### config.mk
export PLATFORM = sky130hd
export DESIGN_NAME = conv_mac_alu_flat
export DESIGN_NICKNAME = d
export VERILOG_FILES = /design/src/rtl/conv_mac_alu_if.sv /design/src/rtl/conv_mac_alu.sv /design/src/flat_wrapper.sv
export SDC_FILE = /design/constraint.sdc
export NUM_CORES = 1
export LEC_CHECK = 0
export ABC_AREA = 1
export CAP_MARGIN = 25
export CORE_MARGIN = 2
export CORE_UTILIZATION = 50
export CTS_CLUSTER_DIAMETER = 40
export DETAILED_ROUTE_END_ITERATION = 8
export PLACE_DENSITY = 0.72
export SYNTH_ARGS = -nofsm -noshare
export SYNTH_HDL_FRONTEND = slang
export SYNTH_SLANG_ARGS = --single-unit
### constraint.sdc
create_clock -name clk -period 16.68 [get_ports clk]
set_input_delay 3.336 -clock clk [delete_from_list [all_inputs] [get_ports clk]]
set_output_delay 3.336 -clock clk [all_outputs]
set_load 0.02 [all_outputs]
### src/rtl/conv_mac_alu_if.sv
// Window/kernel request and packed-pixel response bundle for conv_mac_alu.
// The master side is the fetch/consumer logic, the slave side is the ALU.
interface conv_mac_alu_if #(
  parameter int unsigned CH   = 3,
  parameter int unsigned CW   = 4,
  parameter int unsigned TAPS = 9,
  parameter int unsigned KW   = 5,
  parameter int unsigned SHW  = 3,
  parameter int unsigned AW   = 17
) ();
  logic                     in_valid;
  logic                     in_ready;
  logic [TAPS*CH*CW-1:0]    din;
  logic [TAPS*KW-1:0]       kernel;
  logic [SHW-1:0]           shift;
  logic [1:0]               mode;
  logic [AW-1:0]            raddr;
  logic                     out_valid;
  logic                     out_ready;
  logic [CH*CW-1:0]         dout;
  logic [AW-1:0]            waddr;

  modport master (
    output in_valid, din, kernel, shift, mode, raddr, out_ready,
    input  in_ready, out_valid, dout, waddr
  );

  modport slave (
    input  in_valid, din, kernel, shift, mode, raddr, out_ready,
    output in_ready, out_valid, dout, waddr
  );
endinterface

### src/rtl/conv_mac_alu.sv
// Time-multiplexed convolution MAC: one tap per cycle, one multiplier per channel,
// followed by shift/mode post-processing and saturation to CW bits.
module conv_mac_alu #(
  parameter int unsigned CH   = 3,
  parameter int unsigned CW   = 4,
  parameter int unsigned TAPS = 9,
  parameter int unsigned KW   = 5,
  parameter int unsigned SHW  = 3,
  parameter int unsigned AW   = 17
) (
  input  logic          clk,
  input  logic          rst_n,
  conv_mac_alu_if.slave bus
);
  localparam int unsigned ACCW = CW + 1 + KW + $clog2(TAPS);
  localparam int unsigned TW   = (TAPS > 1) ? $clog2(TAPS) : 1;
  localparam int unsigned DW   = TAPS * CH * CW;
  localparam logic [TW-1:0]        LastTap = TW'(TAPS - 1);
  localparam logic signed [ACCW:0] Offs    = (ACCW + 1)'(2 ** (CW - 1));
  localparam logic signed [ACCW:0] MaxV    = (ACCW + 1)'(2 ** CW - 1);

  typedef enum logic [1:0] {StIdle, StAcc, StPost, StOut} state_e;

  state_e                 state_q, state_d;
  logic                   in_ready_q, in_ready_d;
  logic                   out_valid_q, out_valid_d;
  logic [DW-1:0]          din_q, din_d;
  logic [TAPS*KW-1:0]     kern_q, kern_d;
  logic [SHW-1:0]         shift_q, shift_d;
  logic [1:0]             mode_q, mode_d;
  logic [AW-1:0]          raddr_q, raddr_d;
  logic [AW-1:0]          waddr_q, waddr_d;
  logic [CH*CW-1:0]       dout_q, dout_d;
  logic [TW-1:0]          tap_q, tap_d;
  logic signed [ACCW-1:0] acc_q [CH];
  logic signed [ACCW-1:0] acc_d [CH];
  logic signed [ACCW-1:0] prod  [CH];
  logic [CW-1:0]          res   [CH];
  logic signed [KW-1:0]   coef;

  assign coef = kern_q[tap_q*KW +: KW];

  for (genvar c = 0; c < CH; c++) begin : g_ch
    logic [CW-1:0]        pix, mid;
    logic signed [ACCW:0] acc_x, mag, r;

    assign pix     = din_q[(tap_q*CH + c)*CW +: CW];
    assign mid     = din_q[((TAPS/2)*CH + c)*CW +: CW];
    assign prod[c] = $signed({{(ACCW-CW){1'b0}}, pix}) *
                     $signed({{(ACCW-KW){coef[KW-1]}}, coef});
    // One extra bit so |most negative acc| is representable.
    assign acc_x   = {acc_q[c][ACCW-1], acc_q[c]};
    assign mag     = acc_x[ACCW] ? -acc_x : acc_x;

    always_comb begin
      r = '0;
      case (mode_q)
        2'd0: r = mag >> shift_q;
        2'd1: r = acc_x[ACCW] ? '0 : (acc_x >> shift_q);
        2'd2: begin
          r = (acc_x >>> shift_q) + Offs;
          if (r[ACCW]) r = '0;
        end
        default: r = {{(ACCW+1-CW){1'b0}}, mid};
      endcase
    end

    assign res[c] = (r > MaxV) ? MaxV[CW-1:0] : r[CW-1:0];
  end

  always_comb begin
    state_d     = state_q;
    in_ready_d  = in_ready_q;
    out_valid_d = out_valid_q;
    din_d       = din_q;
    kern_d      = kern_q;
    shift_d     = shift_q;
    mode_d      = mode_q;
    raddr_d     = raddr_q;
    waddr_d     = waddr_q;
    dout_d      = dout_q;
    tap_d       = tap_q;
    acc_d       = acc_q;
    case (state_q)
      StIdle: begin
        in_ready_d = 1'b1;
        if (bus.in_valid && in_ready_q) begin
          din_d      = bus.din;
          kern_d     = bus.kernel;
          shift_d    = bus.shift;
          mode_d     = bus.mode;
          raddr_d    = bus.raddr;
          tap_d      = '0;
          for (int c = 0; c < CH; c++) acc_d[c] = '0;
          in_ready_d = 1'b0;
          state_d    = StAcc;
        end
      end
      StAcc: begin
        for (int c = 0; c < CH; c++) acc_d[c] = acc_q[c] + prod[c];
        tap_d = tap_q + 1'b1;
        if (tap_q == LastTap) begin
          tap_d   = '0;
          state_d = StPost;
        end
      end
      StPost: begin
        for (int c = 0; c < CH; c++) dout_d[c*CW +: CW] = res[c];
        waddr_d     = raddr_q;
        out_valid_d = 1'b1;
        state_d     = StOut;
      end
      StOut: begin
        if (bus.out_ready) begin
          out_valid_d = 1'b0;
          in_ready_d  = 1'b1;
          state_d     = StIdle;
        end
      end
      default: state_d = StIdle;
    endcase
  end

  always_ff @(posedge clk or negedge rst_n) begin
    if (!rst_n) begin
      state_q     <= StIdle;
      in_ready_q  <= 1'b0;
      out_valid_q <= 1'b0;
      din_q       <= '0;
      kern_q      <= '0;
      shift_q     <= '0;
      mode_q      <= '0;
      raddr_q     <= '0;
      waddr_q     <= '0;
      dout_q      <= '0;
      tap_q       <= '0;
      acc_q       <= '{default: '0};
    end else begin
      state_q     <= state_d;
      in_ready_q  <= in_ready_d;
      out_valid_q <= out_valid_d;
      din_q       <= din_d;
      kern_q      <= kern_d;
      shift_q     <= shift_d;
      mode_q      <= mode_d;
      raddr_q     <= raddr_d;
      waddr_q     <= waddr_d;
      dout_q      <= dout_d;
      tap_q       <= tap_d;
      acc_q       <= acc_d;
    end
  end

  assign bus.in_ready  = in_ready_q;
  assign bus.out_valid = out_valid_q;
  assign bus.dout      = dout_q;
  assign bus.waddr     = waddr_q;
endmodule

### src/flat_wrapper.sv
// flat-port wrapper written by rule: the top's interface ports become plain ports
module conv_mac_alu_flat 
#(
  parameter int unsigned CH   = 3,
  parameter int unsigned CW   = 4,
  parameter int unsigned TAPS = 9,
  parameter int unsigned KW   = 5,
  parameter int unsigned SHW  = 3,
  parameter int unsigned AW   = 17
)
  (clk, rst_n, bus_in_valid, bus_din, bus_kernel, bus_shift, bus_mode, bus_raddr, bus_out_ready, bus_in_ready, bus_out_valid, bus_dout, bus_waddr);
  conv_mac_alu_if #(.CH(CH), .CW(CW), .TAPS(TAPS), .KW(KW), .SHW(SHW), .AW(AW)) bus_i ();
  input  logic clk;
  input  logic rst_n;
  input wire logic [$bits(bus_i.in_valid)-1:0] bus_in_valid;
  input wire logic [$bits(bus_i.din)-1:0] bus_din;
  input wire logic [$bits(bus_i.kernel)-1:0] bus_kernel;
  input wire logic [$bits(bus_i.shift)-1:0] bus_shift;
  input wire logic [$bits(bus_i.mode)-1:0] bus_mode;
  input wire logic [$bits(bus_i.raddr)-1:0] bus_raddr;
  input wire logic [$bits(bus_i.out_ready)-1:0] bus_out_ready;
  output wire logic [$bits(bus_i.in_ready)-1:0] bus_in_ready;
  output wire logic [$bits(bus_i.out_valid)-1:0] bus_out_valid;
  output wire logic [$bits(bus_i.dout)-1:0] bus_dout;
  output wire logic [$bits(bus_i.waddr)-1:0] bus_waddr;
  assign bus_i.in_valid = bus_in_valid;
  assign bus_i.din = bus_din;
  assign bus_i.kernel = bus_kernel;
  assign bus_i.shift = bus_shift;
  assign bus_i.mode = bus_mode;
  assign bus_i.raddr = bus_raddr;
  assign bus_i.out_ready = bus_out_ready;
  assign bus_in_ready = bus_i.in_ready;
  assign bus_out_valid = bus_i.out_valid;
  assign bus_dout = bus_i.dout;
  assign bus_waddr = bus_i.waddr;
  conv_mac_alu #(.CH(CH), .CW(CW), .TAPS(TAPS), .KW(KW), .SHW(SHW), .AW(AW)) u_core (.clk(clk), .rst_n(rst_n), .bus(bus_i));
endmodule
## After elaboration in Yosys (flattened, before gate mapping)

Index checks and enable logic that the tools add are counted.

- Multiplexer cells: 29
- Shift-type cells: 13
- Multipliers: 5
- Bitwise operators: 0
- $lt $le $gt $ge: 3
- Reductions and logical operators: 11
- Add/sub/neg operators: 12
- Div/mod/pow operators: 0
- Eq/ne operators: 9

Operators with widths:

| kind | number |
|---|---|
| $shiftx 108x33->4 | 2 |
| $pmux 15 s3 | 3 |
| $shiftx 108x9->4 | 1 |
| $mux 15 | 6 |
| $shr 15x3->15 | 6 |
| $pmux 42 s2 | 1 |
| $add 15x5->15 const B | 3 |
| $gt 15x5->1 const B | 3 |
| $neg 14->15 | 3 |
| $shiftx 45x8->5 | 1 |
| $sshr 14x3->15 | 3 |
| $add 14x10->14 | 3 |
| $mux 14 | 3 |
| $mux 42 | 1 |
| $mul 5x5->10 | 3 |
| $mux 4 | 5 |
| $pmux 2 s4 | 1 |
| $pmux 4 s2 | 1 |
| $reduce_and 2->1 | 4 |
| $add 6x1->7 const B | 1 |
| $add 6x2->7 const B | 1 |
| $mul 4x3->7 const B | 1 |
| $eq 2x2->1 const B | 3 |
| $mul 4x2->6 const B | 1 |
| 12 further kinds | 22 |

- Bits in writable memories: 0
- Latch bits: 0
- Bits in read-only memories: 0
- Bits in registers: 254
- Memories: 0
- Word-level logic and storage cells: 96

## Depth between registers and ports, before layout

- Depth after elaboration: 6
- Mapped depth: 34
- Mapped depth without buffers: 31

## Worst setup path after synthesis

OpenSTA, ideal clock, no wires.

- Kind: reg2reg
- From: reg u_core.tap_q[1]
- To: reg u_core.acc_q[41] in the netlist's numbering
- Arrival time: 5.766 ns
- Data required time: 16.597 ns
- Stages on the path, launching flop included: 30
- Buffers on the path: 2
- Path slack: 10.831 ns
- Library setup time: 0.083 ns
- Cells stage by stage: dfrtp_1 inv_1 clkbuf_1 nand3_1 o21ai_2 inv_1 clkbuf_1 or2_2 fa_1 fa_1 inv_1 fa_1 fa_1 inv_1 fa_1 inv_1 nand3_1 nand2_1 nand2_1 nand2_1 a21oi_1 nor2_1 o21ai_0 nand2_1 nand2_1 nand2_1 a21oi_1 nand2_1 nand2_1 o21ai_0

- Cells in the longest elaborated chain, start to end: 5

RTL lines:

| item | RTL line | source |
|---|---|---|
| start, declared | conv_mac_alu.sv:34 | `logic [TW-1:0] tap_q, tap_d;` |
| start signal, assigned | conv_mac_alu.sv:149 | `tap_q <= tap_d;` |
| $mul 4x2->6 or $mul 4x3->7 (tied branches) | conv_mac_alu.sv:47, conv_mac_alu.sv:41 |  |
| $shiftx 108x9->4 or $shiftx 45x8->5 (tied branches) | conv_mac_alu.sv:47, conv_mac_alu.sv:41 |  |
| $mul 5x5->10 * | conv_mac_alu.sv:49 | `assign prod[c] = $signed({{(ACCW-CW){1'b0}}, pix}) *` |
| $add 14x10->14 * | conv_mac_alu.sv:100 | `for (int c = 0; c < CH; c++) acc_d[c] = acc_q[c] + prod[c];` |
| $pmux 42 s2 * | conv_mac_alu.sv:84 | `case (state_q)` |
| end signal, assigned | conv_mac_alu.sv:137 | `acc_q <= '{default: '0};` |
| end signal, assigned | conv_mac_alu.sv:150 | `acc_q <= acc_d;` |
| end, declared | conv_mac_alu.sv:35 | `logic signed [ACCW-1:0] acc_q [CH];` |

Every way passes the cells marked *; elsewhere a longest branch is shown, timed or not.
A chain may end at the register's enable or synchronous reset.

## Final worst setup path

- From: reg u_core.tap_q[0]
- To: reg u_core.acc_q[27] in the netlist's numbering

- Cells in the longest elaborated chain, start to end: 6

RTL lines:

| item | RTL line | source |
|---|---|---|
| $mul 4x2->6 | conv_mac_alu.sv:47 | `assign pix = din_q[(tap_q*CH + c)*CW +: CW];` |
| $add 6x1->7 | conv_mac_alu.sv:47 |  |
| $shiftx 108x33->4 | conv_mac_alu.sv:47 |  |
| $mul 5x5->10 * | conv_mac_alu.sv:49 |  |
| $add 14x10->14 * | conv_mac_alu.sv:100 |  |
| $pmux 42 s2 * | conv_mac_alu.sv:84 |  |

Marks and branches as above.

==> qor.yml <==
layout:
  register_area_um2: 6360
  multi_input_area_um2: 11440
  area_growth_pct: 18.73
  fillers: 3568
  final_common_cell: "nand2_1"
  n_antenna_cell: 0
  final_cell_mix: "nand2_1, nand3_1, dfrtp_1"
  nNetsFinal: 3298
  drive_gt1_share_pct: 5.247
die:
  dieArea_um2: 40340
  die_y_um: 200.9
  rows: 72
  die_w_um: 200.9
  coreArea_um2: 38470
  num_io_pins: 210
  initial_core_util_pct: 50.37
min_path:
  hp-class: "register to register"
routing:
  avgRoutedWirePerCell_um: 16.67
  viasPerCell: 5.438
  route.detailed.drc: 0
  drtPass1Iterations: 5
  antenna_left: 0
  num_vias: 18980
  routed_wl_um: 58200
  drt-initial-drc-count: 1892
cts:
  cts_hold_buf: 0
  path_clk_slew_ns: 0.06
  clock_path_buffers: 3
  cts_resized: 0
  htreeDepth: 2
  clkLatencyLatePin_ns: 0.53
  cts_tree: "done"
  clkSinkCount: 254
  cts_setup_buffers: 0
  cts-buffers-inserted: 36
  clock-root-buffer: "clkbuf_16"
synth:
  synth_top_area_share_pct: 32.80
  ys.flop_type: "dfrtp_1"
  syn-mean-instance-area_um2: 6.891
  synthSimpleGateAreaFrac_pct: 33.49
  ys_warn_count: 0
  synth-edff-count: 0
  ys_top_cells_by_area: "dfrtp_1, nand2_1, ha_1"
  syn_area_um2: 19380
  synth_top_family_by_area: "simple AND/OR/NAND/NOR gates"
  synth_compound_area_share_pct: 11.34
  syn-num-nets: 3165
  synth-adder-area-share_pct: 12.86
  syn_inst: 2812
  ys_seq_area_share_pct: 32.80
  synth_xor_area_share_pct: 1.266
  ys_types: 45
  async_reset_ff_share_pct: 100.0
  synth_seq_cells: 254
  synth_top_cell_by_area: "dfrtp_1"
  muxShareOfSynthArea_pct: 0
sta:
  fin_skew_ns: 0.02417
  fin_tns_setup_ns: 0
  drv_slew: 0
  worstMarginPinSlew_ns: 1.051
  fin_crit_sh_pct: 43.07
  timing.fmax_mhz: 139.2
  slew_headroom_pct: 29.69
  setup_viol: 0
  rsz0062_at_grt: "false"
  hold_viol: 0
  layout_min_cycle_time_ns: 7.184
critical_path:
  critPathMaxFanout: 79
  start_kind: "register"
  crit_arrival_ns: 7.61
  timing_worst_setup_path_type: "register to register"
  cpMaxStageDelayCell: "dfrtp_2"
  required_ns: 17.11
  endpoint_kind: "register"
  slowest_delay_ns: 0.76
  crit_top_cell: "nand2_1"
global_route:
  overflow: 0
  grt_pass1_vias: 18090
  grt_pass1_wl_um: 94520
  antenna_found_initial: 0
  grt_max_degree: 125
  grt_usage_pct: 28.64
placed_design:
  dp_hpwl_um: 43470
  gp_congestion: 0.9535
  numPortBuffers: 209
job:
  maxCapViolations: 0
outcome:
  outcome: "finished, final reports clean"
==> worst max-delay path: cells and delay by family (launching register included) <==
family          cells  cell delay [ns]
compound gates      8             1.07
flops               1             0.76
buf+inv             7             1.59
simple gates       11             1.09
fa+ha+maj           5             2.55
==> flip-flops by register name, summed over array words and instances, names as in the netlist <==
register	count
u_core.acc_q	42
u_core.bus.out_valid	1
u_core.tap_q	4
u_core.bus.in_ready	1
u_core.state_q	2
u_core.raddr_q	17
u_core.bus.waddr	17
u_core.din_q	108
u_core.mode_q	2
u_core.bus.dout	12
u_core.shift_q	3
u_core.kern_q	45
==> worst paths after layout <==
check / from / depth (start not counted) / endpoint / slack [ns]
worst max-delay path: u_core.tap_q[0]$_DFFE_PN0P_ / 31 / u_core.acc_q[27]$_DFFE_PN0P_ / 9.50
worst min-delay path: u_core.din_q[81]$_DFFE_PN0P_ / 2 / u_core.din_q[81]$_DFFE_PN0P_ / 0.47
worst max register to register: u_core.tap_q[0]$_DFFE_PN0P_ / 31 / u_core.acc_q[27]$_DFFE_PN0P_ / 9.50
worst min register to register: u_core.din_q[81]$_DFFE_PN0P_ / 2 / u_core.din_q[81]$_DFFE_PN0P_ / 0.47
max in group asynchronous: rst_n / 4 / u_core.din_q[101]$_DFFE_PN0P_ / 11.85
min in group asynchronous: rst_n / 1 / u_core.bus.dout[0]$_DFFE_PN0P_ / 2.88
==> metal layers <==
layer	global-route usage, %	part of all wire (%)	wire length, um	vias to the layer above
met5	0	0	0	-
met4	8.492	3.0	1730	0
met2	46.43	46	26910	635
li1	-	-	-	9337
met1	40.42	45	26180	8913
met3	3.360	5.8	3375	98
==> cells by family (layout without fill, tap and decap cells) <==
kind of cell / after synthesis / in the layout
AND/OR/NAND/NOR: 1579 / 1579
buffers and inverters: 391 / 552
AO/OA/AOI/OAI: 386 / 386
adder cells (fa/ha/maj): 174 / 174
XOR/XNOR: 28 / 28
flip-flops: 254 / 254
==> Yosys cell counts, types with 5 or more instances <==
cell and count:
nand2_1 1034, nand3_1 270, dfrtp_1 254, inv_1 243, o21ai_0 197, nor2_1 193, ha_1 132, clkbuf_1 92
a21oi_1 72, fa_1 42, buf_2 33, o211ai_1 33, o22ai_1 31, or2_2 19, o221ai_1 17, xor2_1 17
nand2_2 16, nand4_1 14, o21ai_1 11, xnor2_1 11, nor3_1 10, nor2_2 8, o21bai_1 7, buf_6 6
nand3b_1 5
==> layout make-up <==
cell class / instances / area share, %
multi-input combinational: 2167 / 49.74
sequential: 254 / 27.64
timing repair buffer: 235 / 10.14
clock buffer: 45 / 4.236
inverter: 251 / 4.117
tap: 518 / 2.817
clock inverter: 21 / 1.305
==> through the flow <==
step / cells / setup slack, ns / instance area, um^2 / hold WS, ns / utilization [%]
global route: 3491 / 8.960 / 23010 / 0.4894 / 59.81
CTS: 3489 / 9.552 / 22950 / 0.4677 / 59.67
finish: 3491 / 9.496 / 23010 / 0.4676 / 59.81
floorplan: 2812 / 10.83 / 19380 / 0.4366 / -
global placement: 3423 / 9.852 / 21680 / 0.4485 / 56.35
detailed placement: 3423 / 9.600 / 21680 / 0.4532 / 56.35
Power is left out: the tool's default activity adds up to more than one toggle a clock period on the data nets, which glitch-free logic cannot reach.
